File: src/rtl/pb_pkg.sv
// Shared types and helpers for the push-button debounce arbiter.
package pb_pkg;

  // Upper bounds on button count and grant index width.
  localparam int unsigned MAX_PB = 16;
  localparam int unsigned MAX_ID = 4;

  typedef enum logic {
    IDLE  = 1'b0,
    COUNT = 1'b1
  } pb_state_e;

  typedef struct packed {
    logic              found;
    logic [MAX_ID-1:0] idx;
  } rr_pick_t;

  // Return the first set request at or above ptr, wrapping at n-1 back to 0.
  function automatic rr_pick_t rr_pick(input logic [MAX_PB-1:0] req,
                                       input logic [MAX_ID-1:0] ptr,
                                       input int unsigned       n);
    rr_pick_t    res;
    int unsigned cand;
    res = '0;
    for (int unsigned k = 0; k < MAX_PB; k++) begin
      cand = 32'(ptr) + k;
      if (cand >= n) begin
        cand = cand - n;
      end
      if ((k < n) && !res.found && req[cand[MAX_ID-1:0]]) begin
        res.found = 1'b1;
        res.idx   = cand[MAX_ID-1:0];
      end
    end
    return res;
  endfunction

endpackage

File: src/rtl/pb_sync.sv
// N-bit two-flop synchronizer for asynchronous button inputs.
module pb_sync #(
  parameter int N = 1
) (
  input  logic         clk,
  input  logic         rst_n,
  input  logic [N-1:0] d,
  output logic [N-1:0] q
);

  logic [N-1:0] meta_reg;
  logic [N-1:0] sync_reg;

  generate
    for (genvar gi = 0; gi < N; gi++) begin : g_bit
      // Two back-to-back flops per bit to settle metastability.
      always_ff @(posedge clk) begin
        if (!rst_n) begin
          meta_reg[gi] <= 1'b0;
          sync_reg[gi] <= 1'b0;
        end else begin
          meta_reg[gi] <= d[gi];
          sync_reg[gi] <= meta_reg[gi];
        end
      end
    end
  endgenerate

  assign q = sync_reg;

endmodule

File: src/rtl/pb_debounce_arbiter.sv
// Debounces N_PB buttons with one shared stability counter handed out round-robin.
module pb_debounce_arbiter
  import pb_pkg::*;
#(
  parameter int N_PB        = 4,
  parameter int DELAY       = 500,
  parameter int DELAY_WIDTH = $clog2(DELAY),
  parameter int ID_WIDTH    = (N_PB > 1) ? $clog2(N_PB) : 1
) (
  input  logic                clk,
  input  logic                rst_n,
  input  logic [N_PB-1:0]     PB,
  output logic [N_PB-1:0]     PB_pressed_status,
  output logic [N_PB-1:0]     PB_pressed_pulse,
  output logic [N_PB-1:0]     PB_released_pulse,
  output logic                busy,
  output logic [ID_WIDTH-1:0] grant_id
);

  logic [N_PB-1:0]        pb_sync_lvl;
  logic [N_PB-1:0]        diff;
  pb_state_e              state_reg, state_next;
  logic [DELAY_WIDTH-1:0] count_reg, count_next;
  logic [ID_WIDTH-1:0]    grant_reg, grant_next;
  logic [ID_WIDTH-1:0]    ptr_reg, ptr_next;
  logic [ID_WIDTH-1:0]    grant_succ;
  logic [N_PB-1:0]        status_reg, status_next;
  logic [N_PB-1:0]        pressed_reg, pressed_next;
  logic [N_PB-1:0]        released_reg, released_next;
  logic [MAX_PB-1:0]      req_ext;
  rr_pick_t               pick;
  logic                   pick_unused;

  pb_sync #(.N(N_PB)) u_sync (
    .clk   (clk),
    .rst_n (rst_n),
    .d     (PB),
    .q     (pb_sync_lvl)
  );

  // A button wants the counter while its settled level disagrees with its debounced state.
  assign diff = pb_sync_lvl ^ status_reg;

  // Widen the request vector to the helper's fixed size.
  always_comb begin
    req_ext            = '0;
    req_ext[N_PB-1:0]  = diff;
  end

  assign pick        = rr_pick(req_ext, MAX_ID'(ptr_reg), N_PB);
  assign pick_unused = ^pick.idx;

  // Next pointer position after the current grant finishes, wrapping at N_PB-1.
  assign grant_succ = (grant_reg == ID_WIDTH'(N_PB - 1)) ? '0 : grant_reg + ID_WIDTH'(1);

  // State, counter, status and pulse registers.
  always_ff @(posedge clk) begin
    if (!rst_n) begin
      state_reg    <= IDLE;
      count_reg    <= '0;
      grant_reg    <= '0;
      ptr_reg      <= '0;
      status_reg   <= '0;
      pressed_reg  <= '0;
      released_reg <= '0;
    end else begin
      state_reg    <= state_next;
      count_reg    <= count_next;
      grant_reg    <= grant_next;
      ptr_reg      <= ptr_next;
      status_reg   <= status_next;
      pressed_reg  <= pressed_next;
      released_reg <= released_next;
    end
  end

  // Grant / count / commit / abort decisions.
  always_comb begin
    state_next    = state_reg;
    count_next    = count_reg;
    grant_next    = grant_reg;
    ptr_next      = ptr_reg;
    status_next   = status_reg;
    pressed_next  = '0;
    released_next = '0;
    case (state_reg)
      IDLE: begin
        if (pick.found) begin
          grant_next = pick.idx[ID_WIDTH-1:0];
          count_next = '0;
          state_next = COUNT;
        end
      end
      COUNT: begin
        if (!diff[grant_reg]) begin
          // Input bounced back before the counter filled: drop the grant silently.
          count_next = '0;
          ptr_next   = grant_succ;
          state_next = IDLE;
        end else if (count_reg == DELAY_WIDTH'(DELAY - 1)) begin
          status_next[grant_reg] = ~status_reg[grant_reg];
          if (status_reg[grant_reg]) begin
            released_next[grant_reg] = 1'b1;
          end else begin
            pressed_next[grant_reg] = 1'b1;
          end
          count_next = '0;
          ptr_next   = grant_succ;
          state_next = IDLE;
        end else begin
          count_next = count_reg + DELAY_WIDTH'(1);
        end
      end
      default: begin
        state_next = IDLE;
      end
    endcase
  end

  assign PB_pressed_status = status_reg;
  assign PB_pressed_pulse  = pressed_reg;
  assign PB_released_pulse = released_reg;
  assign busy              = (state_reg == COUNT);
  assign grant_id          = grant_reg;

endmodule

File: config.mk
export PLATFORM = sky130hd
export DESIGN_NAME = pb_debounce_arbiter
export DESIGN_NICKNAME = d
export VERILOG_FILES = /design/src/rtl/pb_pkg.sv /design/src/rtl/pb_sync.sv /design/src/rtl/pb_debounce_arbiter.sv
export SDC_FILE = /design/constraint.sdc
export NUM_CORES = 1
export LEC_CHECK = 0
export ABC_AREA = 0
export BUFFER_PORTS_ARGS = -buffer_cell sky130_fd_sc_hd__buf_2
export CAP_MARGIN = 40
export CORE_ASPECT_RATIO = 1.1
export CORE_MARGIN = 2
export CORE_UTILIZATION = 35
export DETAILED_ROUTE_END_ITERATION = 12
export PLACE_DENSITY_LB_ADDON = 0.1
export SLEW_MARGIN = 20
export SYNTH_ARGS = -nofsm -noshare
export SYNTH_HDL_FRONTEND = slang
export SYNTH_SLANG_ARGS = --single-unit
File: constraint.sdc
create_clock -name clk -period 2.95 [get_ports clk]
set_input_delay 0.295 -clock clk [delete_from_list [all_inputs] [get_ports clk]]
set_output_delay 0.295 -clock clk [all_outputs]
set_load 0.02 [all_outputs]
; ---- Yosys cells after proc, flatten, opt, wreduce, memory -nomap -nowiden
; Cells that the tools add are included.
[op_classes]
addsub = 9
order_cmp = 10
eq_ne = 4
n_mux = 34
bitwise_logic = 6
reduce_logical = 12
[op_table]
columns = operator, n
row1 = $mux W9, 3
row2 = $lt A4 B5 Y1 const B, 4
row3 = $mux W5, 4
row4 = $pmux W9 S2, 1
row5 = $bmux W1 S4, 4
row6 = $mux W4, 4
row7 = $sub A3 B3 Y4 const B, 3
row8 = $mux W1, 10
row9 = $add A9 B1 Y9 const B, 1
row10 = $eq A9 B9 Y1 const B, 1
row11 = $ge A3 B3 Y1 const B, 3
row12 = $add A2 B2 Y3 const B, 2
row13 = $mux W2, 3
row14 = $not A1 Y1, 5
row15 = $reduce_and A5 Y1, 1
row16 = $reduce_or A5 Y1, 1
row17 = $bmux W1 S2, 2
row18 = $bwmux W4, 1
row19 = $logic_and A1 B1 Y1, 4
row20 = $reduce_and A2 Y1, 2
row21 = $sub A2 B3 Y4 const B, 1
row22 = $xor A4 B4 Y4, 1
row23 = $add A2 B1 Y3 const B, 1
row24 = $ge A2 B3 Y1 const B, 1
row25 = other kinds (10), 12
[word_totals]
register_bits = 34
in_bits = 6

; ---- Logic depth before layout (Yosys ltp)
; Gate-level depths: netlist of run 1.
[logic_depth]
depth_word = 16
depth_mapped = 8

; ---- By module
; From an unflattened synthesis of run 1, not the netlist that was laid out.
[unflattened]
hier_cells = 188
hier_area_um2 = 1786.7
[modules_own_cells]
columns = module, n_inst, cells_per_inst, area_per_inst_um2, seq_area_each_um2
row1 = pb_debounce_arbiter, 1, 172, 1576.5, 520.5
row2 = pb_sync, 1, 16, 210.2, 160.2

; ---- Least setup slack after synthesis of run 1
; No wires, ideal clock.
[synth_path]
path_kind = register -> register
from = register ptr_reg[0]
to = register grant_reg[0], in the netlist grant_id[0]
setup_ns = 0.086
arrival_time_ns = 2.069
setup_slack_ns = 0.795
path_stages_with_launch = 9
period_less_slack_ns = 2.155
path_cell_list = dfxtp_1 > clkinv_1 > ha_1 > and2_1 > a222oi_1 > nand3_1 > nor4_1 > nor4_1 > a211oi_1
[synth_via]
elab_chain_len = 15
elab_cells_between_ends = 34
cone_classes = add/sub: 7 / order compare: 4 / mux: 16 / reduce/logical: 7
[synth_lines]
columns = element, line
row1 = "start, declared", pb_debounce_arbiter.sv:25  ; logic [ID_WIDTH-1:0] ptr_reg, ptr_next;
row2 = "start signal, assigned", pb_debounce_arbiter.sv:70  ; ptr_reg <= ptr_next;
row3 = "parallel branches: the longest is 13 deep, another holds $sub A3 B3 Y4", --
row4 = $mux W5 *, pb_pkg.sv:30  ; if ((k < n) && !res.found && req[cand[MAX_ID-1:0]]) begin
row5 = $reduce_and A2 Y1 (no line), --
row6 = "end signal, assigned", pb_debounce_arbiter.sv:69  ; grant_reg <= grant_next;
row7 = "end, declared", pb_debounce_arbiter.sv:24  ; logic [ID_WIDTH-1:0] grant_reg, grant_next;
; Mark *: on every way between the ends. The select of a mux whose other input is x is not followed.
; A chain may end at the register's enable or synchronous reset.

; ---- Final worst setup path of run 1
; Same ends and word-level chain as after synthesis.

==> summary.md, run 1 <==
| Metric | Value |
|---|---|
| Outcome | complete, no violations |
| Syn Std Cell Area | 1660 um2 |
| Drt wl/cell | 13.8 um |
| Sequential Power Share | 39.1% |
| Overflow after GRT | 0 |
| Max Cap Viol | 0 |
| Avg Vias per Cell | 5.25 |
| Max FO, Critical Path | 13 |
| TritonRoute pass-1 iters | 4 |
| Gr usage total | 14.5% |
| CP startpoint kind | register |
| CP endpoint kind | register |
| Clk sink count | 34 |
| Synth Area in XOR/XNOR | 4.23% |
| Final Skew | 0.00541 ns |
| Yosys reg bits | 34 |
| Post-CTS setup buffers | 0 |
| Post-synth cell types | 43 |
| Routed vias | 1350 |
| Number of synthesized flops with an enable pin | 0 |
| Hold WS | 0.222 ns |
| Post-synthesis simple-gate area fraction | 24.3% |
| Post-layout min period | 2.53 ns |
| Hold Crit Class | input pin to register |
| CTS tree | yes |
| Max reg flops | 9 |
| Largest net degree at the start of global routing | 22 |
| WP data required | 3.13 ns |
| Largest family of logic cells by synthesized area | simple AND/OR/NAND/NOR gates |
| Synth top area share | 41.1% |
| Critical Path AT | 2.72 ns |
| Max-slew headroom | 65.7% |
| Filler instances | 455 |
| Pre-CTS WS | 0.440 ns |
| Switching share of total power | 33.3% |
| Final WL | 3.55 mm |
| Register clock-pin slew on the reported worst setup and hold paths | 0.07 ns |
| Final setup violation count | 0 |
| Setup ws final | 0.419 ns |
| Die ar. | 5300 um2 |
| Top cell type by total area after synthesis | dfxtp_1 |
| Max clock buf depth | 2 |
| Diodes inserted | 0 |
| Final-stage net count | 215 |
| Ranking of synthesized cells by area | dfxtp_1 41%, ha_1 6.0%, nor2_1 4.8% |
| Power density cells | 728 nW/um2 |
| Later-pin clock latency in the skew report | 0.28 ns |
| Initial Utilization | 36.1% |
| Area growth syn-to-layout | 16.8% |
| Total Neg Setup Slack | 0 ns |
| H-Tree Depth | 2 |
| Switching power | 0.469 mW |
| Synth Flop Type | dfxtp_1 |
| Async SR Flop Fraction | 0% |
| Max-slew violations | 0 |
| Warnings, synthesis | 0 |
| Synth Area in Compound Gates | 16.1% |
| CTS Buf Count | 5 |
| Final Hold Fails | 0 |
| Synth Area per Inst | 9.41 um2 |
| Number of global-route vias before repair | 1354 |
| # DRC | 0 |
| Crit share post-route | 85.8% |
| Cells after Synth | 176 |
| First-pass GRT wire length | 6.15 mm |
| Comb pwr share | 30.8% |
| Global placer's final weighted congestion | 0.816 |
| Most frequent cells in the layout | 34 x dfxtp_1, 21 x nor2_1, 20 x buf_2 |
| Mux cell area share after synthesis | 6.12% |
| Mapped Nets | 190 |
| Core footprint | 4590 um2 |
| Worst Tran Pin Value | 0.511 ns |
| CTS Hold Buffers Added | 0 |
| ANT nets after route | 0 |
| Dpl hpwl | 2.65 mm |
| Cts repair resizes | 0 |
| Post-Synth Adder-Cell Area | 6.05% |
| Floorplan row count | 26 |
| # IOs | 21 |
| Most common cell after layout, fill and taps aside | dfxtp_1 |
| Critical path type | register to register |
| Register area share after synthesis | 41.1% |
| Peak VDD IR | 0.000336 V |
| Root Buffer | clkbuf_8 |
| Die width | 69.6 um |
| Initial antenna violation count | 0 |
| Unrepaired setup endpoints after global routing | no |
| Leakage power figure | 0.813 nW |
| Die Y | 76.1 um |
| Buffers on Ports | 20 |
| Total internal power | 0.938 mW |
| Layout cells sized above 1 | 20.9% |
| Initial DRC Count | 53 |
| Fmax | 395 MHz |
| Clock share of power | 30.1% |
-- power by group through the flow --
stage	Sequential, mW	Combinational (mW)	Clock [mW]
floorplan	0.559	0.328	0
global placement	0.561	0.422	0
detailed placement	0.562	0.430	0
CTS	0.551	0.433	0.441
global route	0.562	0.479	0.459
finish	0.550	0.433	0.424
-- worst max-delay path, cell delays in order, from the launching register on --
cell	delay [ns]
dfxtp_1	0.57
clkinv_1	0.18
ha_1	0.42
and2_1	0.19
a222oi_1	0.23
nand3_1	0.22
nor4_1	0.31
nor4_1	0.11
a211oi_1	0.23
-- stage by stage --
stage	utilization, %	instance area, um2	std cells	total power [mW]
after global placement	39.7	1820	250	0.983
after CTS	42.1	1930	257	1.43
final	42.1	1930	257	1.41
after floorplan	-	1660	176	0.887
after global routing	42.1	1930	257	1.50
after detailed placement	39.7	1820	250	0.992
-- metal layers --
metal	vias up	routed length, um	global-route usage (%)
li1	685	-	-
met1	637	1600	16.2
met2	24	1830	25.7
met3	4	108	4.50
met4	0	24	5.10
met5	-	0	0
-- cells in the mapped netlist (all sizes together), types with 3 or more instances --
| master | count |
|---|---|
| a211o | 3 |
| a31o | 5 |
| nor2 | 22 |
| mux4 | 3 |
| a21oi | 8 |
| dfxtp | 34 |
| mux2i | 3 |
| o21ai | 5 |
| ha | 8 |
| nor3 | 4 |
| nand2b | 3 |
| nand3 | 5 |
| xnor2 | 5 |
| nand2 | 17 |
| and3 | 4 |
| inv | 5 |
| a311oi | 3 |
| xor2 | 3 |
| and2 | 9 |
| nand4 | 4 |
-- cell families (layout without fill, tap and decap cells) --
| family | count (synthesis) | in the layout |
|---|---|---|
| and+or+nand+nor | 76 | 76 |
| adders and majority gates | 8 | 8 |
| muxes | 6 | 6 |
| buffers and inverters | 9 | 34 |
| DFF | 34 | 34 |
| AOI/OAI and AO/OA | 35 | 35 |
| xor gates and xnor gates | 8 | 8 |
-- layout make-up --
class,count,area (um2),area share [%]
tap,56,70.1,3.62
clock buffer,6,82.6,4.27
clock inverter,1,30.0,1.55
sequential,34,681,35.2
inverter,6,22.5,1.17
multi-input combinational,133,940,48.6
timing repair buffer,21,108,5.57
-- path summary, 6_finish.rpt --
check	startpoint	endpoint	slack, ns	cells past startpoint
setup reg to reg	ptr_reg[0]$_SDFFE_PN0P_	grant_id[0]$_SDFFE_PN0P_	0.42	8
hold / removal	PB[1]	u_sync.meta_reg[1]$_SDFF_PN0_	0.22	2
setup / recovery	ptr_reg[0]$_SDFFE_PN0P_	grant_id[0]$_SDFFE_PN0P_	0.42	8
hold reg to reg	u_sync.meta_reg[2]$_SDFF_PN0_	u_sync.q[2]$_SDFF_PN0_	0.43	1
Power figures use the tool's default switching activity.
==> run 2, diff against run 1 <==
Settings changed: SYNTH_HIERARCHICAL set to 1.
==> run 2 against run 1 <==
Effect of this change: utilization is 0.22 points lower; first-iteration DRC count is 34% higher; critical endpoint is now count_reg[7]$_SDFFE_PN0P_; largest power group unchanged; final cell count is 4.7% higher; sequential power hardly changed; area after synthesis is 7.9% higher; sequential share of layout area is 2.5 points lower; maximum frequency is 2.4% higher.
==> summary.md, run 2 <==
| Metric | Value |
|---|---|
| Outcome | complete, no violations (unchanged) |
| Initial DRC Count | 71 (was 53) |
| Syn Std Cell Area | 1790 um2 (was 1660 um2) |
| Met3 usage | 3.81% (was 4.50%) |
| WP buf/inv | 1 (unchanged) |
| CP cell instances | inv_1 -> ha_1 -> mux4_2 -> a211oi_1 -> and3_1 -> a221o_1 (was clkinv_1 -> ha_1 -> and2_1 -> a222oi_1 -> nand3_1 -> nor4_1 -> nor4_1 -> a211oi_1) |
| Global placer's final weighted congestion | 0.813 (was 0.816) |
| Peak VDD IR | 0.000306 V (was 0.000336 V) |
| Post-synth cell types | 46 (was 43) |
| FF-to-FF path depth | 6 (was 8) |
| GRT met2 Usage | 25.4% (was 25.7%) |
| GR peak layer | met2 (unchanged) |
| Unrepaired setup endpoints after global routing | no (unchanged) |
| Final WL | 4.03 mm (was 3.55 mm) |
| Routing usage on met1 | 17.9% (was 16.2%) |
| Mapped Nets | 202 (was 190) |
| Layout cells sized above 1 | 20.4% (was 20.9%) |
| Core footprint | 4970 um2 (was 4590 um2) |
| Die ar. | 5690 um2 (was 5300 um2) |
| Delay-heaviest family, CP | compound AO/OA/AOI/OAI gates (was simple AND/OR/NAND/NOR gates) |
| Reg2reg setup slack | 0.48 ns (was 0.42 ns) |
| WP data required | 3.18 ns (was 3.13 ns) |
| Max reg flops | 9 (unchanged) |
| CP startpoint kind | register (unchanged) |
| Slowest cell on the critical path | ha_1 (was dfxtp_1) |
| Synth Flop Type | dfxtp_1 (unchanged) |
| Leakage power figure | 0.919 nW (was 0.813 nW) |
| Final setup violation count | 0 (unchanged) |
| ANT nets after route | 0 (unchanged) |
| Warnings, synthesis | 6 (was 0) |
| Avg Vias per Cell | 5.46 (was 5.25) |
| Register area share after synthesis | 38.1% (was 41.1%) |
| TritonRoute pass-1 iters | 4 (unchanged) |
| Fmax | 404 MHz (was 395 MHz) |
| CP endpoint kind | register (unchanged) |
| Final-stage net count | 224 (was 215) |
| # DRC | 0 (unchanged) |
| Most common cell after layout, fill and taps aside | dfxtp_1 (unchanged) |
| Most common cell in the netlist | dfxtp_1 (unchanged) |
| Area growth syn-to-layout | 16.5% (was 16.8%) |
| Number of global-route vias before repair | 1384 (was 1354) |
| Most frequent cells after synthesis | 34 x dfxtp_1, 15 x nand2_1, 11 x and2_1, 9 x and3_1, 9 x o21ai_0 (was 34 x dfxtp_1, 21 x nor2_1, 17 x nand2_1, 9 x and2_1) |
| Filler instances | 503 (was 455) |
| Synth top area share | 38.1% (was 41.1%) |
| Clk sink count | 34 (unchanged) |
| Drt wl/cell | 15.0 um (was 13.8 um) |
| Hold Crit Class | input pin to register (unchanged) |
| Later-pin clock latency in the skew report | 0.28 ns (about the same) |
| Overflow after GRT | 0 (unchanged) |
| Final Hold Fails | 0 (unchanged) |
| Max FO, Critical Path | 11 (was 13) |
| Synth Area per Inst | 9.50 um2 (was 9.41 um2) |
| Floorplan row count | 27 (was 26) |
| Post-layout min period | 2.47 ns (was 2.53 ns) |
| # IOs | 21 (unchanged) |
| Max-slew violations | 0 (unchanged) |
| Initial Utilization | 36.0% (was 36.1%) |
| Final Skew | 0.00385 ns (was 0.00541 ns) |
| Crit share post-route | 83.8% (was 85.8%) |
| Top cell type by total area after synthesis | dfxtp_1 (unchanged) |
| Total Neg Setup Slack | 0 ns (unchanged) |
| Seq. cell area | 681 um2 (unchanged) |
| Diodes inserted | 0 (unchanged) |
| Slowest stage delay, CP | 0.49 ns (was 0.57 ns) |
| First-pass GRT wire length | 6.62 mm (was 6.15 mm) |
| Gr usage total | 14.8% (was 14.5%) |
| Die width | 72.1 um (was 69.6 um) |
| Critical Path AT | 2.70 ns (was 2.72 ns) |
| H-Tree Depth | 2 (unchanged) |
| Max Cap Viol | 0 (unchanged) |
| Async SR Flop Fraction | 0% (unchanged) |
| Worst path depth | 6 (was 8) |
| Post-CTS setup buffers | 0 (unchanged) |
| Buffers on Ports | 20 (unchanged) |
| Number of synthesized flops with an enable pin | 0 (unchanged) |
| Cts repair resizes | 0 (unchanged) |
| Critical path type | register to register (unchanged) |
| Ranking of synthesized cells by area | dfxtp_1 38%, ha_1 5.6%, mux2i_1 4.5% (was dfxtp_1 41%, ha_1 6.0%, nor2_1 4.8%) |
| Die Y | 78.9 um (was 76.1 um) |
| R2R Path Start | ptr_reg[1]$_SDFFE_PN0P_ (was ptr_reg[0]$_SDFFE_PN0P_) |
| Most frequent cells in the layout | 34 x dfxtp_1, 20 x buf_2, 15 x nand2_1 (was 34 x dfxtp_1, 21 x nor2_1, 20 x buf_2) |
| Dpl hpwl | 3.05 mm (was 2.65 mm) |
| CTS tree | yes (unchanged) |
| Crit path capture | count_reg[7]$_SDFFE_PN0P_ (was grant_id[0]$_SDFFE_PN0P_) |
| Cells after Synth | 188 (was 176) |
| Root Buffer | clkbuf_8 (unchanged) |
| Max-slew headroom | 55.6% (was 65.7%) |
| Power after layout | 1.55 mW (was 1.41 mW) |
| Initial antenna violation count | 0 (unchanged) |
| Power density cells | 745 nW/um2 (was 728 nW/um2) |
| Max clock buf depth | 2 (unchanged) |
| Routed vias | 1469 (was 1350) |
| Largest net degree at the start of global routing | 27 (was 22) |
| CTS Buf Count | 5 (unchanged) |
| Register clock-pin slew on the reported worst setup and hold paths | 0.07 ns (about the same) |
| Area of the multi-input gates | 1050 um2 (was 940 um2) |
| Crit path from | ptr_reg[1]$_SDFFE_PN0P_ (was ptr_reg[0]$_SDFFE_PN0P_) |
| FF-to-FF End | count_reg[7]$_SDFFE_PN0P_ (was grant_id[0]$_SDFFE_PN0P_) |
| Worst Tran Pin Value | 0.659 ns (was 0.511 ns) |
| CTS Hold Buffers Added | 0 (unchanged) |
| Yosys reg bits | 34 (unchanged) |
==> run 2: worst min path at each step <==
stage	startpoint	endpoint	cells past startpoint
after floorplan	u_sync/meta_reg[0]$_SDFF_PN0_	u_sync/q[0]$_SDFF_PN0_	1
after global placement	u_sync/meta_reg[0]$_SDFF_PN0_	u_sync/q[0]$_SDFF_PN0_	1
after detailed placement	u_sync/meta_reg[3]$_SDFF_PN0_	u_sync/q[3]$_SDFF_PN0_	1
after CTS	PB[0]	u_sync/meta_reg[0]$_SDFF_PN0_	2
after global routing	PB[3]	u_sync/meta_reg[3]$_SDFF_PN0_	2
final	PB[0]	u_sync/meta_reg[0]$_SDFF_PN0_	2
==> run 2: logic make-up after synthesis <==
family | synth area share, %
xor+xnor | 4.41
simple gates | 22.8
fa+ha+maj | 5.60
flops | 38.1
mux | 9.73
compound gates | 16.2
buf+inv | 3.22
==> run 2: report_power, final <==
part           switching [mW]  total, mW  internal (mW)
clock network           0.166      0.527          0.360
logic                   0.278      0.476          0.199
registers              0.0563      0.548          0.492
total                   0.500       1.55           1.05
==> run 2: layout make-up <==
type | instances | area share (%)
clock buffer | 6 | 3.97
clock inverter | 2 | 2.88
inverter | 6 | 1.08
multi-input combinational | 141 | 50.4
sequential | 34 | 32.7
tap | 58 | 3.49
timing repair buffer | 22 | 5.53
==> run 2: stage by stage <==
step	hold WS, ns	cell area [um2]	util [%]	setup slack, ns	std cells
floorplan	0.412	1790	-	0.462	188
detailed placement	0.424	1940	39.1	0.513	261
global route	0.211	2080	41.9	0.339	269
finish	0.209	2080	41.9	0.478	269
global placement	0.417	1940	39.1	0.583	261
CTS	0.199	2080	41.9	0.496	269
==> run 2: metal layers <==
metal,routed length (um),share of wire [%]
met1,1780,44
met2,2070,51
met3,130,3.2
met4,49,1.2
met5,0,0
